<file path="config.mk">
export PLATFORM = sky130hd
export DESIGN_NAME = operand_fetch_unit
export DESIGN_NICKNAME = d
export VERILOG_FILES = /design/src/rtl/mm_pkg.sv /design/src/rtl/fetch_addr_gen.sv /design/src/rtl/operand_fetch_unit.sv
export SDC_FILE = /design/constraint.sdc
export NUM_CORES = 1
export LEC_CHECK = 0
export ABC_AREA = 1
export BUFFER_PORTS_ARGS = -buffer_cell sky130_fd_sc_hd__buf_2
export CAP_MARGIN = 30
export CELL_PAD_IN_SITES_DETAIL_PLACEMENT = 1
export CELL_PAD_IN_SITES_GLOBAL_PLACEMENT = 2
export CORE_MARGIN = 3
export CORE_UTILIZATION = 31
export CTS_CLUSTER_DIAMETER = 50
export CTS_CLUSTER_SIZE = 16
export DETAILED_ROUTE_END_ITERATION = 10
export PLACE_DENSITY_LB_ADDON = 0.1
export SKIP_LAST_GASP = 1
export SLEW_MARGIN = 20
export SYNTH_ARGS = -nofsm -noshare
export SYNTH_HDL_FRONTEND = slang
export SYNTH_SLANG_ARGS = --single-unit
</file>
<file path="constraint.sdc">
create_clock -name clk -period 5.44 [get_ports clk]
set_input_delay 0.544 -clock clk [delete_from_list [all_inputs] [get_ports clk]]
set_output_delay 0.544 -clock clk [all_outputs]
set_load 0.01 [all_outputs]
</file>
<file path="src/rtl/mm_pkg.sv">
// Shared types and helpers for the matrix-multiplier datapath.
//   fetch_state_t  : operand fetch FSM states
//   fetch_target_t : which operand buffer a fetch fills
//   idx_width()    : width of an index port for a dimension (min 1 bit)
package mm_pkg;

  typedef enum logic [1:0] {
    IDLE,
    ISSUE,
    WAIT
  } fetch_state_t;

  typedef enum logic {
    ROW,
    COL
  } fetch_target_t;

  // A dimension of 1 still gets a 1-bit index port (tied to 0 by the user).
  function automatic int idx_width(input int count);
    return (count > 1) ? $clog2(count) : 1;
  endfunction

endpackage

</file>
<file path="src/rtl/fetch_addr_gen.sv">
// Combinational operand address generator: addr = base + major*stride + minor.
//   base, major, stride, minor : operands, already zero-extended to ADDR_WIDTH
//   addr                       : resulting word address
module fetch_addr_gen #(
  parameter int ADDR_WIDTH = 16
) (
  input  logic [ADDR_WIDTH-1:0] base,
  input  logic [ADDR_WIDTH-1:0] major,
  input  logic [ADDR_WIDTH-1:0] stride,
  input  logic [ADDR_WIDTH-1:0] minor,
  output logic [ADDR_WIDTH-1:0] addr
);

  // Every term is ADDR_WIDTH bits wide, so product and sum wrap modulo
  // 2^ADDR_WIDTH; address overflow simply truncates.
  assign addr = base + major * stride + minor;

endmodule

</file>
<file path="src/rtl/operand_fetch_unit.sv">
// Operand fetch unit: responder to the control unit's fetch_row/fetch_col
// requests. Gathers row n of A or column m of B (K elements each) from
// word-addressed memory into row/column buffers for the PE array.
//   clk, rst                  : clock, synchronous active-high reset
//   fetch_row/fetch_col, n, m : requests and indices, accepted when !fetch_stall
//   fetch_stall               : busy
//   mem_req/mem_addr/mem_gnt  : read request channel
//   mem_rvalid/mem_rdata      : in-order read response channel
//   row_data/row_valid        : row buffer (element k at [k*DATA_WIDTH +: DATA_WIDTH])
//   col_data/col_valid        : column buffer, same packing
//   protocol_err              : sticky, response seen with no read outstanding
module operand_fetch_unit
  import mm_pkg::*;
#(
  parameter int N          = 4,
  parameter int M          = 4,
  parameter int K          = 4,
  parameter int DATA_WIDTH = 8,
  parameter int ADDR_WIDTH = 16,
  parameter int A_BASE     = 0,
  parameter int B_BASE     = 256
) (
  input  logic                      clk,
  input  logic                      rst,
  input  logic                      fetch_row,
  input  logic                      fetch_col,
  input  logic [idx_width(N)-1:0]   n,
  input  logic [idx_width(M)-1:0]   m,
  output logic                      fetch_stall,
  output logic                      mem_req,
  output logic [ADDR_WIDTH-1:0]     mem_addr,
  input  logic                      mem_gnt,
  input  logic                      mem_rvalid,
  input  logic [DATA_WIDTH-1:0]     mem_rdata,
  output logic [K*DATA_WIDTH-1:0]   row_data,
  output logic                      row_valid,
  output logic [K*DATA_WIDTH-1:0]   col_data,
  output logic                      col_valid,
  output logic                      protocol_err
);

  localparam int NW = idx_width(N);
  localparam int MW = idx_width(M);
  // Counters must be able to hold K itself (k_rcv reaches K at completion).
  localparam int CW = $clog2(K + 1);

  fetch_state_t             state_q, state_d;
  fetch_target_t            target_q, target_d;
  logic [NW-1:0]            n_q, n_d;
  logic [MW-1:0]            m_q, m_d;
  logic                     pending_col_q, pending_col_d;
  logic [CW-1:0]            k_iss_q, k_iss_d;
  logic [CW-1:0]            k_rcv_q, k_rcv_d;
  logic [CW-1:0]            outst_q, outst_d;
  logic [K*DATA_WIDTH-1:0]  row_buf_q, row_buf_d;
  logic [K*DATA_WIDTH-1:0]  col_buf_q, col_buf_d;
  logic                     row_valid_q, row_valid_d;
  logic                     col_valid_q, col_valid_d;
  logic                     protocol_err_q, protocol_err_d;

  logic                     gnt_fire;
  logic                     rsp_ok;
  logic [ADDR_WIDTH-1:0]    ag_base, ag_major, ag_stride, ag_minor, ag_addr;

  // One shared address generator; operands are muxed by the fetch target.
  always_comb begin
    if (target_q == ROW) begin
      ag_base   = ADDR_WIDTH'(A_BASE);
      ag_major  = ADDR_WIDTH'(n_q);
      ag_stride = ADDR_WIDTH'(K);
      ag_minor  = ADDR_WIDTH'(k_iss_q);
    end else begin
      ag_base   = ADDR_WIDTH'(B_BASE);
      ag_major  = ADDR_WIDTH'(k_iss_q);
      ag_stride = ADDR_WIDTH'(M);
      ag_minor  = ADDR_WIDTH'(m_q);
    end
  end

  fetch_addr_gen #(
    .ADDR_WIDTH(ADDR_WIDTH)
  ) u_addr_gen (
    .base  (ag_base),
    .major (ag_major),
    .stride(ag_stride),
    .minor (ag_minor),
    .addr  (ag_addr)
  );

  always_comb begin
    // NOTE: every signal written here gets a default first, so no path can
    // leave it unassigned and infer a latch.
    state_d        = state_q;
    target_d       = target_q;
    n_d            = n_q;
    m_d            = m_q;
    pending_col_d  = pending_col_q;
    k_iss_d        = k_iss_q;
    k_rcv_d        = k_rcv_q;
    row_buf_d      = row_buf_q;
    col_buf_d      = col_buf_q;
    row_valid_d    = row_valid_q;
    col_valid_d    = col_valid_q;
    protocol_err_d = protocol_err_q;

    mem_req  = (state_q == ISSUE);
    gnt_fire = mem_req & mem_gnt;
    // A response is only legal while a granted read is still outstanding.
    rsp_ok   = mem_rvalid & (outst_q != '0);

    if (mem_rvalid && outst_q == '0) protocol_err_d = 1'b1;

    // Grant and response in the same cycle both count.
    outst_d = outst_q + CW'(gnt_fire) - CW'(rsp_ok);

    if (gnt_fire) k_iss_d = k_iss_q + 1'b1;

    if (rsp_ok) begin
      for (int k = 0; k < K; k++) begin
        if (k_rcv_q == CW'(k)) begin
          if (target_q == ROW) row_buf_d[k*DATA_WIDTH +: DATA_WIDTH] = mem_rdata;
          else                 col_buf_d[k*DATA_WIDTH +: DATA_WIDTH] = mem_rdata;
        end
      end
      k_rcv_d = k_rcv_q + 1'b1;
    end

    case (state_q)
      IDLE: begin
        if (fetch_row) begin
          state_d     = ISSUE;
          target_d    = ROW;
          n_d         = n;
          row_valid_d = 1'b0;
          // A simultaneous column request is parked and served after the row.
          if (fetch_col) begin
            pending_col_d = 1'b1;
            m_d           = m;
            col_valid_d   = 1'b0;
          end
        end else if (fetch_col) begin
          state_d     = ISSUE;
          target_d    = COL;
          m_d         = m;
          col_valid_d = 1'b0;
        end
      end
      ISSUE: begin
        if (gnt_fire && k_iss_q == CW'(K - 1)) state_d = WAIT;
      end
      WAIT: begin
        // Complete on the edge that captures the last element.
        if (k_rcv_d == CW'(K)) begin
          if (target_q == ROW) row_valid_d = 1'b1;
          else                 col_valid_d = 1'b1;
          k_iss_d = '0;
          k_rcv_d = '0;
          if (pending_col_q) begin
            state_d       = ISSUE;
            target_d      = COL;
            pending_col_d = 1'b0;
          end else begin
            state_d = IDLE;
          end
        end
      end
      default: state_d = IDLE;
    endcase
  end

  always_ff @(posedge clk) begin
    // NOTE: state updates use non-blocking assignments so every flop samples
    // the pre-edge values of the others.
    if (rst) begin
      state_q        <= IDLE;
      target_q       <= ROW;
      n_q            <= '0;
      m_q            <= '0;
      pending_col_q  <= 1'b0;
      k_iss_q        <= '0;
      k_rcv_q        <= '0;
      outst_q        <= '0;
      // NOTE: the operand buffers are ordinary flops, not a RAM, and their
      // contents are visible outputs, so they are cleared on reset too.
      row_buf_q      <= '0;
      col_buf_q      <= '0;
      row_valid_q    <= 1'b0;
      col_valid_q    <= 1'b0;
      protocol_err_q <= 1'b0;
    end else begin
      state_q        <= state_d;
      target_q       <= target_d;
      n_q            <= n_d;
      m_q            <= m_d;
      pending_col_q  <= pending_col_d;
      k_iss_q        <= k_iss_d;
      k_rcv_q        <= k_rcv_d;
      outst_q        <= outst_d;
      row_buf_q      <= row_buf_d;
      col_buf_q      <= col_buf_d;
      row_valid_q    <= row_valid_d;
      col_valid_q    <= col_valid_d;
      protocol_err_q <= protocol_err_d;
    end
  end

  // Stall depends only on registered state, never on the fetch_* inputs.
  assign fetch_stall  = (state_q != IDLE) | pending_col_q;
  assign mem_addr     = mem_req ? ag_addr : '0;
  assign row_data     = row_buf_q;
  assign row_valid    = row_valid_q;
  assign col_data     = col_buf_q;
  assign col_valid    = col_valid_q;
  assign protocol_err = protocol_err_q;

endmodule
</file>
### Word level (Yosys, flattened, before mapping)

Cells that the tools add are included.
W data, S select, Z words.

* flip-flop bits (word level): 84
* output and inout bits: 85
* word-level logic and storage cells: 99

* $add $sub $neg: 6
* equal/unequal tests: 15
* muxes and demuxes: 32
* bitwise logic cells: 4
* reduce and logical (&&, ||, !) cells: 23

Operators by type and width (count)
* $reduce_and A3 Y1: 9
* $mux W3: 8
* $add A16 B3 Y16: 1
* $mux W16: 1
* $reduce_and A4 Y1: 4
* $mux W1: 13
* $ne A2 B2 Y1 const B: 6
* $add A9 B5 Y10: 1
* $eq A3 B2 Y1 const B: 3
* $mux W9: 1
* $mux W2: 4
* $pmux W1 S2: 4
* $add A3 B1 Y3 const B: 2
* $logic_not A3 Y1: 2
* $pmux W2 S3: 1
* $reduce_and A2 Y1: 2
* $reduce_bool A2 Y1: 2
* $add A3 B1 Y3: 1
* $eq A3 B1 Y1 const B: 1
* $eq A3 B3 Y1 const B: 1
* $ne A3 B3 Y1 const B: 1
* $reduce_bool A3 Y1: 1
* $sub A3 B1 Y3: 1
* $and A1 B1 Y1: 2
* 7 further kinds: 8

### Longest topological paths before layout

* depth in word-level cells: 6
* depth in mapped cells: 11

### Hierarchy

Synthesis repeated with hierarchy kept, for this count alone.

* cells, all modules: 1215
* area total of the unflattened synthesis: 8827.2 µm²

By module, submodules not included
* fetch_addr_gen: times used 1, cells an instance 749, area an instance 5188.7 µm²
* operand_fetch_unit: times used 1, cells an instance 466, area an instance 3638.5 µm²

### Worst setup path before layout

No wires, ideal clock.

* path type: register to output
* start: register target_q
* end: output mem_addr[4]
* arrival time: 1.337 ns
* path slack: 3.559 ns
* cell stages (with the launch flop): 10
* path buffers: 1
* cells stage by stage: dfxtp_1 > buf_4 > inv_2 > nand2_1 > nand2_1 > ha_1 > ha_1 > nand3_1 > nand2_1 > nor2_1

* word-level cells in the longest chain between the ends: 4

Ends and longest elaborated chain
* from (decl): RTL line operand_fetch_unit.sv:48 `fetch_target_t target_q, target_d;`
* from (signal assigned): RTL line operand_fetch_unit.sv:192 `target_q <= target_d;`
* $mux W3: RTL line operand_fetch_unit.sv:67 `if (target_q == ROW) begin`
* $add A9 B5 Y10: RTL line fetch_addr_gen.sv:16 `assign addr = base + major * stride + minor;`
* $add A16 B3 Y16 (*): RTL line fetch_addr_gen.sv:16
* $mux W16 (*): RTL line operand_fetch_unit.sv:209 `assign mem_addr = mem_req ? ag_addr : '0;`
* to (decl): RTL line operand_fetch_unit.sv:31 `output logic [ADDR_WIDTH-1:0] mem_addr,`

Mark *: on every way between the ends. The rest lies on a longest branch, timed or not.

### Final worst setup path

Ends and elaborated chain as after synthesis.

==> flow_summary.ini <==
[timing]
fin_skew_ns = 0.00712
rsz0062_at_grt = false
fin_ws_ns = 2.84
fin_setup_tns_ns = 0
tightestPinTransition_ns = 0.599
slew_headroom_pct = 60.1
final_max_slew_viol_count = 0
finalCriticalPeriod_ns = 2.60
hold_viol = 0
clock.fmax_mhz = 385
setup_violations = 0
period_share_pct = 47.8

[placed_design]
hpwl_mm = 7.13
place_ws_ns = 3.17
place.gp.congestion = 0.770
io_buffers = 93
dp_cells = 670

[drt]
antenna_left = 0
drt-wirelength-per-cell_um = 14.3
drt_iter0_markers = 161
wirelength_mm = 9.78
drc = 0
vias = 3114
routed_via_density = 4.55
drtPass1Iterations = 4

[pwr]
ir_worst_vdd_uv = 206
power_density_mw_per_mm2 = 391
finalPower_uw = 1730
p_leak_uw = 0.00196

[logic_synthesis]
netlist_top_cells_area = dfxtp_1 (46%), a21oi_1 (9.3%), inv_1 (7.9%)
yosys.area.top_type_share_pct = 46.0
avgSynthCellArea_um2 = 8.07
syn_area_mm2 = 0.00366
synth_common_cells = dfxtp_1 (84), inv_1 (77), a21oi_1 (68)
yosysTopAreaCell = dfxtp_1
ys_seq_area_share_pct = 46.0
synth_edf_count = 0
ys_types = 31
synth_cells = 453
ys_async_sr_fraction_pct = 0
synth_most_common_cell = dfxtp_1
yosysWarnings = 0
ys.flop_type = dfxtp_1
synth_seq_cells = 84

[clocking]
clock_sinks = 84
root_buffer = clkbuf_16
path_clk_slew_ns = 0.06
clockBufferDepth = 2
cts_made_buffers = 9
cts.htree.levels = 3
cts_hold_buf = 0
post-cts-setup-buffers = 0
cts.repair.resized = 0
tritoncts = yes
insertion_delay_ns = 0.34

[die]
top_level_ports = 103
core-area_mm2 = 0.0115
die_w_um = 115
dieArea_mm2 = 0.0131
rows = 39
chipHeight_um = 115
initial_core_util_pct = 31.9

[setup_path]
worstPathCellList = inv_2 -> nand2_1 -> nand2_1 -> ha_1 -> ha_1 -> nand3_1 -> nand2_1 -> nor2_1 -> buf_2
critPathTopFamily = flip-flops
cp_data_arrival_time_ns = 2.05
cp_slowest_cell = dfxtp_1
worstSetupPathType = reg -> out
critPathBufInv = 2
worst_path_most_repeated_cell = nand2_1
cp.required_ns = 4.90
r2r_start = state_q[1]
crit_fanout = 9
reg2reg_to = outst_q[2]
endpoint_kind = output pin
rrSetupSlack_ns = 3.39
crit_start = target_q
rr_worst_depth = 11
cpPeakStageDelay_ns = 0.60
cp-start-kind = flip-flop

[cells_and_area]
num_antenna_cells = 0
drive_gt1_share_pct = 24.4
syn_to_final_growth_pct = 21.0
layout.cells.non_filler = 685
final_util_pct = 38.6
num-fill-cells = 1428
finish.net_count = 567

[status]
status = finished, final reports clean

[global_route]
first_global_vias = 3175
grt_overflow = 0
antenna_found_initial = 0
grt_max_degree = 58
grtUsageTotal_pct = 16.0
grt_first_pass_wirelength_mm = 16.4

[worst_hold_path]
hp-start = m[1]
holdPathEnd = m_q[1]
timing.hold.worst.class = in -> reg
hold_path_depth = 3

[flow_run]
maxCapViolCount = 0
==> metrics by stage <==
| stage | instance area (um2) | hold slack, ns |
|---|---|---|
| floorplan | 3690 | 0.464 |
| global placement | 4130 | 0.430 |
| detailed placement | 4130 | 0.436 |
| CTS | 4430 | 0.420 |
| global route | 4430 | 0.443 |
| finish | 4430 | 0.435 |
==> cells in the final DEF, fill, tap and decap left out, types with 5 or more instances in the layout <==
cell type / instances
a21oi_1: 68
a21oi_2: 7
buf_2: 93
clkbuf_16: 9
conb_1: 9
dfxtp_1: 84
ha_1: 10
inv_1: 77
nand2_1: 49
nand3_1: 25
nor2_1: 25
o21ai_0: 51
o21ai_2: 5
==> flip-flops by register name (all words and copies together) (netlist names), 2 cells and up <==
register  count
col_data     32
row_data     32
k_iss_q       3
k_rcv_q       3
outst_q       3
m_q           2
n_q           2
state_q       2
==> worst min-delay path, stage by stage <==
cell and delay (ns):
buf_2 0.07, nor2_1 0.03, nor2_1 0.08
==> worst max path at each step <==
| stage | end | cells past startpoint | slack (ns) |
|---|---|---|---|
| after floorplan | mem_addr[4] | 9 | 3.56 |
| after global placement | mem_addr[4] | 9 | 3.23 |
| after detailed placement | mem_addr[4] | 9 | 3.17 |
| after CTS | mem_addr[4] | 9 | 2.79 |
| after global routing | mem_addr[4] | 9 | 2.65 |
| final | mem_addr[4] | 9 | 2.84 |
==> where the power goes <==
part | internal [uW] | switching, uW | total, uW
clock | 365 | 241 | 606
combinational | 135 | 261 | 397
sequential | 685 | 42.2 | 727
==> layer usage <==
metal  global-route usage (%)  vias up  wire length [um]
li1                         -     1618                 -
met1                     19.7     1424              4470
met2                     26.9       63              4690
met3                     4.92        9               501
met4                     4.35        0               120
met5                        0        -                 0
==> layout make-up <==
cell class | instances | area, um2 | area share [%]
Sequential cell | 84 | 1680 | 38.0
Multi-Input combinational cell | 271 | 1510 | 34.0
Timing Repair Buffer | 94 | 473 | 10.7
Inverter | 78 | 293 | 6.62
Clock buffer | 11 | 243 | 5.48
Tap cell | 143 | 179 | 4.04
Clock inverter | 4 | 50.0 | 1.13
==> kinds of logic (layout without fill, tap and decap cells) <==
group / after synthesis / count (layout) / share of synthesized area [%]
adders and majority gates: 11 / 11 / 3.97
and+or+nand+nor: 113 / 113 / 15.7
xor gates and xnor gates: 3 / 3 / 0.719
DFF: 84 / 84 / 46.0
buffers and inverters: 106 / 187 / 13.7
other: 1 / 9 / 0.103
AOI/OAI and AO/OA: 135 / 135 / 19.9
No activity file was read; power rests on OpenSTA's default activity.
